File: src/rtl/affine_ctrl_pkg.sv
// Shared types and defaults for the affine loop-nest controller.
// Optional feature macro: AFFINE_CTRL_ERR_EN (schedule-violation detector).
package affine_ctrl_pkg;

  localparam int NUM_DIMS_DEF = 4;
  localparam int CTRL_W_DEF   = 16;
  localparam int TIME_W_DEF   = 32;

  // Index 0 is the outermost loop, NUM_DIMS_DEF-1 the innermost.
  typedef logic [NUM_DIMS_DEF-1:0][CTRL_W_DEF-1:0] idx_vec_t;
  typedef logic [NUM_DIMS_DEF-1:0][TIME_W_DEF-1:0] time_vec_t;

  typedef enum logic [1:0] {
    ST_IDLE  = 2'd0,
    ST_DELAY = 2'd1,
    ST_RUN   = 2'd2,
    ST_DONE  = 2'd3
  } state_t;

endpackage

File: src/rtl/affine_dim_counter.sv
// One loop dimension: iteration index plus its contribution idx*stride to the
// schedule, maintained incrementally. The top decides when this dimension
// steps (carry in); at_max tells the top this step wraps and carries outward.
// Optional feature macro (handled in top): AFFINE_CTRL_ERR_EN.
module affine_dim_counter
  import affine_ctrl_pkg::*;
#(
  parameter int CTRL_W = CTRL_W_DEF,
  parameter int TIME_W = TIME_W_DEF
) (
  input  logic              clk,
  input  logic              rst,
  input  logic              clr,
  input  logic              inc,
  input  logic [CTRL_W-1:0] extent,
  input  logic [TIME_W-1:0] stride,
  output logic [CTRL_W-1:0] idx,
  output logic [TIME_W-1:0] part_next,
  output logic              at_max
);

  logic [TIME_W-1:0] part_q;

  assign at_max = (idx == extent - CTRL_W'(1));

  // Partial time after this cycle: add stride on a plain step, clear on wrap.
  always_comb begin
    // NOTE: assigning a default first keeps this purely combinational (no latch).
    part_next = part_q;
    if (inc) begin
      part_next = at_max ? '0 : part_q + stride;
    end
  end

  // Index and partial-time registers.
  always_ff @(posedge clk) begin
    // NOTE: sequential state uses non-blocking assignments only.
    if (rst || clr) begin
      idx    <= '0;
      part_q <= '0;
    end else if (inc) begin
      idx    <= at_max ? '0 : idx + CTRL_W'(1);
      part_q <= part_next;
    end
  end

endmodule

File: src/rtl/affine_ctrl_vars_gen.sv
// Schedule-driven loop-nest controller for one unified-buffer port. Emits
// ctrl_vars with a one-cycle valid at cycle offset + sum(idx[k]*stride[k]).
// Optional feature macro: AFFINE_CTRL_ERR_EN builds the non-monotonic
// schedule detector and the sticky err flag; otherwise err is tied low.
module affine_ctrl_vars_gen
  import affine_ctrl_pkg::*;
#(
  parameter int NUM_DIMS = NUM_DIMS_DEF,
  parameter int CTRL_W   = CTRL_W_DEF,
  parameter int TIME_W   = TIME_W_DEF
) (
  input  logic                           clk,
  input  logic                           rst,
  input  logic                           flush,
  input  logic                           start,
  input  logic                           stall,
  input  logic [NUM_DIMS-1:0][CTRL_W-1:0] cfg_extent,
  input  logic [NUM_DIMS-1:0][TIME_W-1:0] cfg_cycle_stride,
  input  logic [TIME_W-1:0]              cfg_offset,
  output logic                           valid,
  output logic [NUM_DIMS-1:0][CTRL_W-1:0] ctrl_vars,
  output logic                           busy,
  output logic                           done,
  output logic                           err
);

  state_t state_q, state_d;

  logic [NUM_DIMS-1:0][CTRL_W-1:0] extent_q;
  logic [NUM_DIMS-1:0][TIME_W-1:0] stride_q;
  logic [TIME_W-1:0]               offset_q;
  logic [TIME_W-1:0]               cycle_q;
  logic [TIME_W-1:0]               fire_time_q;

  logic                            fire;
  logic                            load;
  logic                            clr;
  logic                            empty;
  logic                            last;
  logic                            carry;
  logic [NUM_DIMS-1:0]             inc;
  logic [NUM_DIMS-1:0]             at_max;
  logic [NUM_DIMS-1:0][TIME_W-1:0] part_next;
  logic [TIME_W-1:0]               next_fire_time;
  logic [TIME_W-1:0]               fire_time_sel;

  assign busy  = (state_q == ST_DELAY) || (state_q == ST_RUN);
  assign done  = (state_q == ST_DONE);
  assign fire  = busy && !stall && (cycle_q == fire_time_q);
  assign valid = fire;
  assign load  = start && !stall && ((state_q == ST_IDLE) || (state_q == ST_DONE));
  assign clr   = flush || load;

  // Any zero trip count means the domain is empty; checked on the live inputs
  // because they are being latched on the same edge.
  always_comb begin
    empty = 1'b0;
    for (int k = 0; k < NUM_DIMS; k++) begin
      if (cfg_extent[k] == '0) empty = 1'b1;
    end
  end

  // Carry chain from innermost outward: a dimension steps when every inner
  // dimension wraps on this fire. A carry out of dimension 0 is the last fire.
  always_comb begin
    carry = fire;
    inc   = '0;
    for (int k = NUM_DIMS - 1; k >= 0; k--) begin
      inc[k] = carry;
      carry  = carry && at_max[k];
    end
    last = carry;
  end

  for (genvar k = 0; k < NUM_DIMS; k++) begin : g_dim
    affine_dim_counter #(
      .CTRL_W (CTRL_W),
      .TIME_W (TIME_W)
    ) u_dim (
      .clk       (clk),
      .rst       (rst),
      .clr       (clr),
      .inc       (inc[k]),
      .extent    (extent_q[k]),
      .stride    (stride_q[k]),
      .idx       (ctrl_vars[k]),
      .part_next (part_next[k]),
      .at_max    (at_max[k])
    );
  end

  // Sum tree: schedule time of the iteration that follows this fire.
  always_comb begin
    next_fire_time = offset_q;
    for (int k = 0; k < NUM_DIMS; k++) begin
      next_fire_time = next_fire_time + part_next[k];
    end
  end

`ifdef AFFINE_CTRL_ERR_EN
  logic viol;
  logic err_q;

  // A next fire time not strictly in the future can never be reached.
  assign viol          = fire && !last && (next_fire_time <= cycle_q);
  assign fire_time_sel = viol ? cycle_q + TIME_W'(1) : next_fire_time;
  assign err           = err_q;

  // Sticky violation flag, cleared only by rst or flush.
  always_ff @(posedge clk) begin
    if (rst || flush) begin
      err_q <= 1'b0;
    end else if (viol) begin
      err_q <= 1'b1;
    end
  end
`else
  assign fire_time_sel = next_fire_time;
  assign err           = 1'b0;
`endif

  // Next-state logic; stall freezes the FSM.
  always_comb begin
    state_d = state_q;
    if (!stall) begin
      unique case (state_q)
        ST_IDLE:  if (start) state_d = empty ? ST_DONE : ST_DELAY;
        ST_DELAY: if (fire)  state_d = last ? ST_DONE : ST_RUN;
        ST_RUN:   if (last)  state_d = ST_DONE;
        ST_DONE:  if (start) state_d = empty ? ST_DONE : ST_DELAY;
                  else       state_d = ST_IDLE;
        default:             state_d = ST_IDLE;
      endcase
    end
  end

  // State register.
  always_ff @(posedge clk) begin
    if (rst || flush) begin
      state_q <= ST_IDLE;
    end else begin
      state_q <= state_d;
    end
  end

  // Cycle counter and scheduled fire time.
  always_ff @(posedge clk) begin
    if (rst || flush) begin
      cycle_q     <= '0;
      fire_time_q <= '0;
    end else if (load) begin
      cycle_q     <= '0;
      fire_time_q <= cfg_offset;
    end else if (busy && !stall) begin
      cycle_q <= cycle_q + TIME_W'(1);
      if (fire && !last) begin
        fire_time_q <= fire_time_sel;
      end
    end
  end

  // Configuration latched at launch; flush keeps it.
  always_ff @(posedge clk) begin
    if (rst) begin
      extent_q <= '0;
      stride_q <= '0;
      offset_q <= '0;
    end else if (load) begin
      extent_q <= cfg_extent;
      stride_q <= cfg_cycle_stride;
      offset_q <= cfg_offset;
    end
  end

endmodule
File: config.mk
export PLATFORM = sky130hd
export DESIGN_NAME = affine_ctrl_vars_gen
export DESIGN_NICKNAME = d
export VERILOG_FILES = /design/src/rtl/affine_ctrl_pkg.sv /design/src/rtl/affine_dim_counter.sv /design/src/rtl/affine_ctrl_vars_gen.sv
export SDC_FILE = /design/constraint.sdc
export NUM_CORES = 2
export LEC_CHECK = 0
export CAP_MARGIN = 20
export CORE_MARGIN = 2
export CORE_UTILIZATION = 31
export DETAILED_ROUTE_END_ITERATION = 7
export GPL_ROUTABILITY_DRIVEN = 0
export SYNTH_ARGS = -nofsm -noshare
export SYNTH_HDL_FRONTEND = slang
export SYNTH_SLANG_ARGS = --single-unit
export TNS_END_PERCENT = 1
File: constraint.sdc
create_clock -name clk -period 11.1 [get_ports clk]
set_input_delay 2.22 -clock clk [delete_from_list [all_inputs] [get_ports clk]]
set_output_delay 2.22 -clock clk [all_outputs]
set_load 0.01 [all_outputs]
==> impl_metrics.py <==
metrics = {
    "global_routing": {
        "first_global_vias": 26100,
        "grt_util_met2_pct": 33.7,
        "grt.total_usage_pct": 19.8,
        "gr-total-overflow": 0,
        "grt_max_degree": 86,
        "grt-busiest-layer": "met2",
        "use_met1_pct": 26.0,
        "antenna_found_initial": 4,
        "grt_pass1_wl_um": 154000,
        "use_met3_pct": 2.86,
    },
    "final_layout": {
        "layout_common_cells": "nand2_1, dfxtp_1, a21oi_1",
        "post-route-util_pct": 38.0,
        "final_common_cell": "nand2_1",
        "area_delta_synth_final_pct": 21.1,
        "final_cells": 5393,
        "nets": 4561,
        "layout-drive-gt1-share_pct": 4.37,
        "fin_area_um2": 36900,
        "fillCellCount": 10100,
    },
    "sta": {
        "worst_slew_pin_slew_ns": 1.08,
        "slew_headroom_pct": 27.0,
        "period_share_pct": 92.7,
        "period_needed_ns": 10.29,
        "fmaxAchievable_mhz": 97.2,
        "final_max_slew_viol_count": 0,
        "setup_tns_ns": 0,
        "hold_ws_ns": 0.458,
        "rsz0062_at_grt": "false",
        "hold_viol": 0,
        "setup_viol": 0,
        "skew_ns": 0.0303,
    },
    "setup_path": {
        "crit_fanout": 8,
        "end_kind": "flop",
        "critical_path_class": "input pin to flop",
        "start_kind": "input pin",
        "worstPathArrival_ns": 10.78,
        "worstPathRequired_ns": 11.59,
    },
    "clock_network": {
        "cts_tree": "done",
        "postCtsHoldBufs": 0,
        "cts.sinks": 482,
        "cts_inserted_buffers": 58,
        "htree_levels": 2,
        "path_clk_slew_ns": 0.06,
        "clockBufferDepth": 3,
        "worstSkewPairLatency_ns": 0.65,
        "post_cts_resized": 0,
        "postCtsSetupRepairBufs": 0,
        "cts.root.buffer_cell": "clkbuf_16",
    },
    "synth": {
        "synthFlopType": "dfxtp_1",
        "synthTopCellsByArea": "dfxtp_1, nand2_1, ha_1, a21oi_1, fa_1",
        "ys_seq_area_share_pct": 31.7,
        "synthesis.nets": 4342,
        "avgSynthCellArea_um2": 7.91,
        "synth_area_um2": 30400,
        "ys_ff_latch": 482,
        "synth_edf_count": 0,
        "synth_cells": 3847,
        "synth_top_cell_by_area": "dfxtp_1",
        "ys_warn_count": 0,
        "synth.distinct_cells": 83,
        "synthArstFlopShare_pct": 0,
        "netlist.area_leader.share_pct": 31.7,
    },
    "run": {
        "max_cap_violations": 0,
    },
    "hold_path": {
        "hold_class": "flop to flop",
    },
    "placed_design": {
        "dp.final_hpwl_um": 79400,
        "place_area_um2": 34600,
        "io_buffers": 295,
        "dp.cells": 5282,
    },
    "floorplanning": {
        "fp-row-count": 114,
        "dieArea_um2": 101000,
        "die_w_um": 317,
        "coreArea_um2": 97000,
        "initial_core_util_pct": 31.4,
        "die_h_um": 317,
        "io_pins": 297,
    },
    "power": {
        "powerDensity_nw_per_um2": 124,
        "p_leak_nw": 15.1,
        "vdd_drop_max_v": 0.000118,
    },
    "routing": {
        "first_pass_iters": 6,
        "avgRoutedWirePerCell_um": 19.0,
        "drt-vias-per-instance": 5.14,
        "drtIter0Drc": 2117,
        "drc": 0,
        "ant_nets": 0,
        "num_vias": 27700,
        "wirelength_um": 102000,
    },
    "status": {
        "outcome": "completed",
    },
}
state kept, by name, summed over array words and instances, names as in the netlist:
name                flops
cycle_q                32
extent_q               64
fire_time_q            32
g_dim.u_dim.idx        64
g_dim.u_dim.part_q    128
offset_q               32
state_q                 2
stride_q              128
logic make-up after synthesis:
logic type	synth area share [%]
muxes	0.592
other	0.0123
DFF	31.7
adders and majority gates	13.3
and+or+nand+nor	22.1
xor gates and xnor gates	8.94
buffers and inverters	4.47
AOI/OAI and AO/OA	18.9
cells in the mapped netlist, types with 13 or more instances:
| cell type | number |
|---|---|
| nand3_1 | 67 |
| nor2b_1 | 17 |
| nand4_1 | 38 |
| o21a_1 | 19 |
| nor3_1 | 62 |
| dfxtp_1 | 482 |
| and2_1 | 97 |
| inv_1 | 184 |
| fa_1 | 96 |
| xor2_1 | 153 |
| a22oi_1 | 31 |
| nor2_1 | 235 |
| a211oi_1 | 28 |
| nand2b_1 | 18 |
| ha_1 | 170 |
| a211o_1 | 15 |
| o21ai_0 | 185 |
| nand2_1 | 744 |
| o21bai_1 | 24 |
| a21o_1 | 91 |
| nor4_1 | 42 |
| a21oi_1 | 422 |
| xnor2_1 | 155 |
| o211ai_1 | 16 |
| or3_1 | 37 |
| or4_1 | 18 |
| and3_1 | 37 |
| o31ai_1 | 13 |
| a31oi_1 | 20 |
| clkbuf_1 | 150 |
final timing paths:
check	from	to	slack, ns	cells after the start
max	stall	fire_time_q[28]	0.81	27
min	offset_q[0]	offset_q[0]	0.46	2
max reg2reg	extent_q[32]	fire_time_q[28]	1.44	29
min reg2reg	offset_q[0]	offset_q[0]	0.46	2
report_power, final:
group	internal [mW]	leakage, nW	total [mW]	switching, mW
sequential	1.78	3.91	1.82	0.0480
combinational	0.214	10.1	0.503	0.289
clock	1.42	1.11	2.25	0.834
total	3.41	15.1	4.58	1.17
worst max-delay path, stage by stage:
cell and delay, ns:
clkdlybuf4s50_1 0.47, nor2b_1 0.38, nand3b_1 0.14, or4_2 0.67, nor2_1 0.12, nor4bb_1 0.57, nand3_1 0.45, o21ai_0 0.45
fa_1 0.50, fa_1 0.52, inv_1 0.05, fa_1 0.55, inv_1 0.06, ha_1 0.29, a21o_1 0.16, a21oi_1 0.24
o21bai_1 0.12, a2111o_1 0.47, a21oi_1 0.26, o21ai_0 0.22, a21o_1 0.27, a2111oi_0 0.53, o311ai_0 0.37, a21o_1 0.26
a21oi_1 0.16, xor2_1 0.17, a211oi_1 0.09
per-layer routing:
layer | up-vias | part of all wire [%]
met5 | - | 0.013
met4 | 2 | 2.7
met3 | 133 | 5.4
met2 | 744 | 48
met1 | 13100 | 44
li1 | 13700 | -
per-stage QoR:
step	setup slack, ns	power [mW]
2_1_floorplan	1.98	2.15
3_3_place_gp	0.609	2.36
3_5_place_dp	0.432	2.36
4_1_cts	1.08	4.63
5_1_grt	0.500	4.76
6_report	0.813	4.58
cell type report:
cell class	count	area, um^2	share of cell area [%]
Inverter	184	691	1.87
Multi-Input combinational cell	3012	19400	52.8
Clock inverter	33	609	1.65
Sequential cell	482	9650	26.2
Clock buffer	76	1650	4.48
Antenna cell	2	5.00	0.0136
Tap cell	1276	1600	4.33
Timing Repair Buffer	328	3200	8.69
Power figures use the tool's default switching activity.
